==> config.mk <==
export PLATFORM = sky130hd
export DESIGN_NAME = pc_stack
export DESIGN_NICKNAME = d
export VERILOG_FILES = /design/src/rtl/pc_stack.sv
export SDC_FILE = /design/constraint.sdc
export NUM_CORES = 1
export LEC_CHECK = 0
export ABC_AREA = 1
export CAP_MARGIN = 20
export CORE_ASPECT_RATIO = 0.75
export CORE_UTILIZATION = 34
export CTS_CLUSTER_SIZE = 25
export DETAILED_ROUTE_END_ITERATION = 10
export HOLD_SLACK_MARGIN = 0.08
export SLEW_MARGIN = 30
export SYNTH_ARGS = -nofsm -noshare
export SYNTH_HDL_FRONTEND = slang
export SYNTH_SLANG_ARGS = --single-unit
==> constraint.sdc <==
create_clock -name clk -period 4.15 [get_ports clk]
set_input_delay 1.245 -clock clk [delete_from_list [all_inputs] [get_ports clk]]
set_output_delay 1.245 -clock clk [all_outputs]
set_load 0.01 [all_outputs]
==> src/rtl/pc_stack.sv <==
// pc_stack: program counter with a small LIFO return-address stack.
// Each enabled edge performs one action in priority order
// call > ret > ld > increment. In halt mode (WRAP_MODE=0) stepping from
// the top address parks the block in HALT with co held high until reset.
// In wrap mode (WRAP_MODE=1) the counter rolls over to 0 and co pulses
// for that one cycle.
//
// Command semantics: en qualifies every command. When en=0 nothing
// changes, except that the wrap-mode co pulse falls back to 0. ld, call
// and ret are levels sampled on each rising edge, not handshakes. A
// command that cannot complete (call while full, ret while empty) leaves
// out and sp unchanged and sets a sticky error flag instead.
module pc_stack #(
  parameter  int ADDR_W    = 4,
  parameter  int DEPTH     = 4,
  parameter  int WRAP_MODE = 0,
  localparam int SP_W      = $clog2(DEPTH + 1)
) (
  input  logic              clk,
  input  logic              rst,
  input  logic              en,
  input  logic              ld,
  input  logic              call,
  input  logic              ret,
  input  logic [ADDR_W-1:0] in,
  output logic [ADDR_W-1:0] out,
  output logic              co,
  output logic [SP_W-1:0]   sp,
  output logic              full,
  output logic              empty,
  output logic              ovf_err,
  output logic              unf_err,
  output logic              state_dbg
);

  typedef enum logic {
    RUN  = 1'b0,
    HALT = 1'b1
  } state_t;

  localparam logic [ADDR_W-1:0] MAX_PC = '1;

  state_t            state_q, state_d;
  logic [ADDR_W-1:0] out_q, out_d;
  logic [SP_W-1:0]   sp_q, sp_d;
  logic              co_q, co_d;
  logic              ovf_q, ovf_d;
  logic              unf_q, unf_d;
  logic              push;
  logic [ADDR_W-1:0] push_data;
  logic [ADDR_W-1:0] top;
  logic [ADDR_W-1:0] stk [DEPTH];

  assign out       = out_q;
  assign co        = co_q;
  assign sp        = sp_q;
  assign full      = (sp_q == SP_W'(DEPTH));
  assign empty     = (sp_q == '0);
  assign ovf_err   = ovf_q;
  assign unf_err   = unf_q;
  assign state_dbg = state_q;

  // Select the most recently pushed entry (index sp-1); 0 when empty.
  always_comb begin
    top = '0;
    for (int i = 0; i < DEPTH; i++) begin
      if (sp_q == SP_W'(i + 1)) top = stk[i];
    end
  end

  // Next-state and action decode for one edge.
  always_comb begin
    state_d   = state_q;
    out_d     = out_q;
    sp_d      = sp_q;
    co_d      = (WRAP_MODE == 0) ? co_q : 1'b0;
    ovf_d     = ovf_q;
    unf_d     = unf_q;
    push      = 1'b0;
    push_data = out_q + ADDR_W'(1);
    if (state_q == RUN && en) begin
      if (WRAP_MODE == 0 && out_q == MAX_PC) begin
        // Top of range: discard any command and park.
        state_d = HALT;
        co_d    = 1'b1;
      end else if (call) begin
        if (!full) begin
          push  = 1'b1;
          out_d = in;
          sp_d  = sp_q + SP_W'(1);
        end else begin
          ovf_d = 1'b1;
        end
      end else if (ret) begin
        if (!empty) begin
          out_d = top;
          sp_d  = sp_q - SP_W'(1);
        end else begin
          unf_d = 1'b1;
        end
      end else if (ld) begin
        out_d = in;
      end else begin
        out_d = out_q + ADDR_W'(1);
        if (WRAP_MODE != 0 && out_q == MAX_PC) co_d = 1'b1;
      end
    end
  end

  // State, counter, flag and stack registers with asynchronous reset.
  always_ff @(posedge clk or negedge rst) begin
    if (!rst) begin
      state_q <= RUN;
      out_q   <= '0;
      sp_q    <= '0;
      co_q    <= 1'b0;
      ovf_q   <= 1'b0;
      unf_q   <= 1'b0;
      for (int i = 0; i < DEPTH; i++) stk[i] <= '0;
    end else begin
      state_q <= state_d;
      out_q   <= out_d;
      sp_q    <= sp_d;
      co_q    <= co_d;
      ovf_q   <= ovf_d;
      unf_q   <= unf_d;
      for (int i = 0; i < DEPTH; i++) begin
        if (push && sp_q == SP_W'(i)) stk[i] <= push_data;
      end
    end
  end

endmodule

# [Word-level counts from Yosys, hierarchy flattened]
# Index checks and enable logic that the tools add are counted.
[word_totals] in_bits=10 romBits=0 mem_bits_rw=0 latchBits=0 mem_count=0 word_cells=52 reg_bits=26 output_inout_bits=13
[op_classes] bitwise=3 reduce_logical=12 mux=17 add_sub_neg=3 eq_ne=8 order_cmp=0 multipliers=0 div_mod_pow=0 shift=0
[op_table] op="2-to-1 mux 4 bit" count=9
[op_table] op="2-to-1 mux 3 bit" count=4
[op_table] op="AND reduction 5 bit" count=2
[op_table] op="AND reduction 4 bit" count=2
[op_table] op="== test 3 x 2 -> 1 bit (second input constant)" count=2
[op_table] op="logical AND 1 bit" count=5
[op_table] op="adder 4 x 1 -> 4 bit (second input constant)" count=1
[op_table] op="== test 4 bit (second input constant)" count=1
[op_table] op="2-to-1 mux 1 bit" count=4
[op_table] op="!= test 2 bit (second input constant)" count=2
[op_table] op="adder 3 x 1 -> 3 bit (second input constant)" count=1
[op_table] op="== test 3 x 1 -> 1 bit (second input constant)" count=1
[op_table] op="== test 3 bit (second input constant)" count=1
[op_table] op="zero test 3 bit" count=1
[op_table] op="!= test 3 bit (second input constant)" count=1
[op_table] op="NOT 1 bit" count=3
[op_table] op="subtractor 3 x 1 -> 3 bit (second input constant)" count=1
[op_table] op="AND reduction 2 bit" count=1
[op_table] op="nonzero test 2 bit" count=1

# [Logic depth before layout (Yosys ltp)]
[depth] depth_word=8 depth_mapped=12 depth_no_buf=12

# [Worst setup path after synthesis]
# OpenSTA, ideal clock, no wires.
[synth_timing] kind="flip-flop to output port" from="register sp_q[0], in the netlist sp[0]" to="output full" path_stages_with_launch=6 path_buffers=1 setup_slack_ps=1748 required_time_ps=2905 t_arrival_ps=1157 path_cell_list="dfrtp_1 > inv_1 > ha_1 > nand2_1 > buf_2 > inv_1"
[synth_between] elab_chain_len=1
[synth_rtl] element="start, declared" line="45" source="logic [SP_W-1:0] sp_q, sp_d;"
[synth_rtl] element="start signal, assigned" line="123" source="sp_q <= sp_d;"
[synth_rtl] element="== test 3 bit" line="57" source="assign full = (sp_q == SP_W'(DEPTH));"
[synth_rtl] element="end, declared" line="29" source="output logic full,"
# Every way passes these cells.

# [Worst setup path in the final report]
# Same ends and word-level chain as after synthesis.

==> impl_metrics.yaml <==
global_route:
  grt_pass1_vias: 1255
  gr-usage-all-layers: 0.168
  antenna_found_initial: 0
  overflow: 0
  grt_max_degree: 27
  grt_pass1_wl_um: 6070
route:
  drc: 0
  drt_first_pass_iters: 4
  drt_iter0_drc: 88
  wire_per_inst_um: 12.5
  num_vias: 1310
  detail-route-antenna-nets: 0
  vias_per_cell: 4.56
  wl_um: 3590
timing:
  finalMaxSlewViolations: 0
  max_freq_mhz: 307
  skew_ns: 0.00770
  holdWs_ns: 0.485
  slew_headroom: 0.602
  tns_ns: 0
  grt_setup_unrepaired: "no"
  final_hold_viol_count: 0
  finalCritPeriodShare: 0.786
  min_period_ns: 3.26
  setup_violations: 0
  worst_slew_pin_slew_ns: 0.592
yosys:
  ys_ff_latch: 26
  synthTopCellsByArea: "dfrtp_1 (42%), nand2_1 (19%), o21ai_0 (5.8%)"
  netlist_area_um2: 1550
  postSynthAreaPerCell_um2: 7.44
  netlist.area_leader.share: 0.421
  yosys_warnings: 0
  netlist_instances: 208
  synth_cell_types: 24
  synth_fp_nets: 225
  yosys.area.top_type: "dfrtp_1"
  ys_seq_area_frac: 0.421
power_and_ir_drop:
  clkPwrFrac: 0.134
  power_frac_comb: 0.486
  p_seq_frac: 0.381
  p_per_area_nw_per_um2: 672
  vdd_drop_max_uv: 320
  switching_share: 0.428
  power_mw: 1.26
  leakage_nw: 0.940
  p_sw_mw: 0.540
  p_int_mw: 0.721
worst_setup_path:
  startpoint: "sp[0]"
  crit_chain: "inv_1 -> ha_1 -> nand2_1 -> inv_1 -> clkdlybuf4s50_1"
  critPathKind: "reg2out"
  max_stage_delay_ns: 0.55
  required_ns: 2.90
  cp_slowest_cell: "clkdlybuf4s50_1"
  cpMostUsedCell: "inv_1"
  reg2reg_from: "out[0]"
  cp_max_fo: 11
  start_kind: "flop"
  critical_path.endpoint_type: "output pin"
  arrival_ns: 2.02
final_layout:
  final_nets: 250
  drive_above_1_share: 0.0690
  fillCellCount: 438
  area_growth_pct: 21.4
  antenna_cells: 0
hold_path:
  hold_path_startpoint: "ovf_err"
  hold_path.class: "reg2reg"
run:
  drv_cap: 0
floorplanning:
  core_um2: 4200
  die_area_um2: 4820
  ios: 23
  die_w_um: 79.9
  start_util: 0.368
  die_h_um: 60.4
  num_rows: 20
cts:
  cts_buffers: 3
  cts-root-buf: "clkbuf_8"
  h-tree-depth: 1
  ctsResizeCount: 0
  cts_sinks: 26
  cts_buffer_depth: 2
  clk_pin_slew_ns: 0.10
  cts_tree: "built"
  clk_latency_ns: 0.28
  cts_setup_buffers: 0
  ctsHoldBuffers: 0
run_status:
  status: "finished clean"
placement:
  place_congestion: 0.878
  port-buffer-count: 22
  dpl.hpwl_um: 2620
-- final timing paths --
check / end / slack [ns] / cells after the start
max in group asynchronous: stk[2] / 2.56 / 2
hold / removal: ovf_err / 0.49 / 1
hold reg to reg: ovf_err / 0.49 / 1
setup / recovery: full / 0.89 / 5
min in group asynchronous: stk[14] / 1.34 / 2
setup reg to reg: out[2] / 2.28 / 7
-- flip-flops by register name, indices dropped and copies added (netlist names) --
| name | count |
|---|---|
| sp | 3 |
| ovf_err | 1 |
| unf_err | 1 |
| stk | 16 |
| co | 1 |
| out | 4 |
-- power by group through the flow --
| stage | combinational [mW] | sequential, mW | clock [mW] |
|---|---|---|---|
| floorplan | 0.371 | 0.475 | 0 |
| global placement | 0.608 | 0.486 | 0 |
| detailed placement | 0.613 | 0.480 | 0 |
| CTS | 0.617 | 0.479 | 0.173 |
| global route | 0.692 | 0.497 | 0.184 |
| finish | 0.613 | 0.480 | 0.168 |
-- logic make-up after synthesis --
family | share of synthesized area
flip-flops | 0.421
AND/OR/NAND/NOR | 0.318
AO/OA/AOI/OAI | 0.113
buffers and inverters | 0.0688
XOR/XNOR | 0.0227
adder cells (fa/ha/maj) | 0.0566
-- layout by cell type (no fill, tap or decap), drive strengths merged --
cell and instances:
nand3 4, a21oi 7, nand4 1, o21bai 2, nand2 77, ha 7, xor2 2, nor3 5
xnor2 2, inv 23, clkbuf 4, a31o 1, nor2 27, or2 1, clkdlybuf4s50 22, buf 1
o211ai 1, o21ai 19, dfrtp 26
-- cell type report --
type / instances / area, um^2 / area share
inverter: 23 / 86.3 / 0.0460
timing repair buffer: 23 / 228 / 0.121
clock buffer: 4 / 55.1 / 0.0293
tap: 55 / 68.8 / 0.0366
multi-input combinational: 156 / 790 / 0.420
sequential: 26 / 651 / 0.346
-- synth_stat cells, drive strengths merged --
| master | count |
|---|---|
| nor3 | 5 |
| xnor2 | 2 |
| o21bai | 2 |
| or2 | 1 |
| dfrtp | 26 |
| nand2 | 77 |
| xor2 | 2 |
| o21ai | 19 |
| inv | 23 |
| nand4 | 1 |
| ha | 7 |
| o211ai | 1 |
| nand3 | 4 |
| buf | 3 |
| a21oi | 7 |
| a31o | 1 |
| nor2 | 27 |
-- worst max-delay path: cells and delay by family (launching register included) --
family / cells / cell delay [ns]
buf+inv: 3 / 0.84
fa+ha+maj: 1 / 0.17
simple gates: 1 / 0.28
flops: 1 / 0.45
-- metal layers --
layer / GRT usage / vias up / wire length [um] / share of wire
met2: 0.239 / 42 / 1410 / 0.39
met1: 0.254 / 568 / 1910 / 0.53
li1: - / 694 / - / -
met3: 0.0481 / 6 / 242 / 0.067
met4: 0.0357 / 0 / 38 / 0.011
met5: 0 / - / 0 / 0
-- through the flow --
stage | util | instances | area [um^2] | worst slack [ns]
detailed placement | 0.434 | 283 | 1820 | 1.21
floorplan | - | 208 | 1550 | 1.75
finish | 0.447 | 287 | 1880 | 0.889
CTS | 0.447 | 287 | 1880 | 0.868
global route | 0.447 | 287 | 1880 | 0.749
global placement | 0.434 | 283 | 1820 | 1.18
Note: power is estimated with default switching activity, not from simulation.
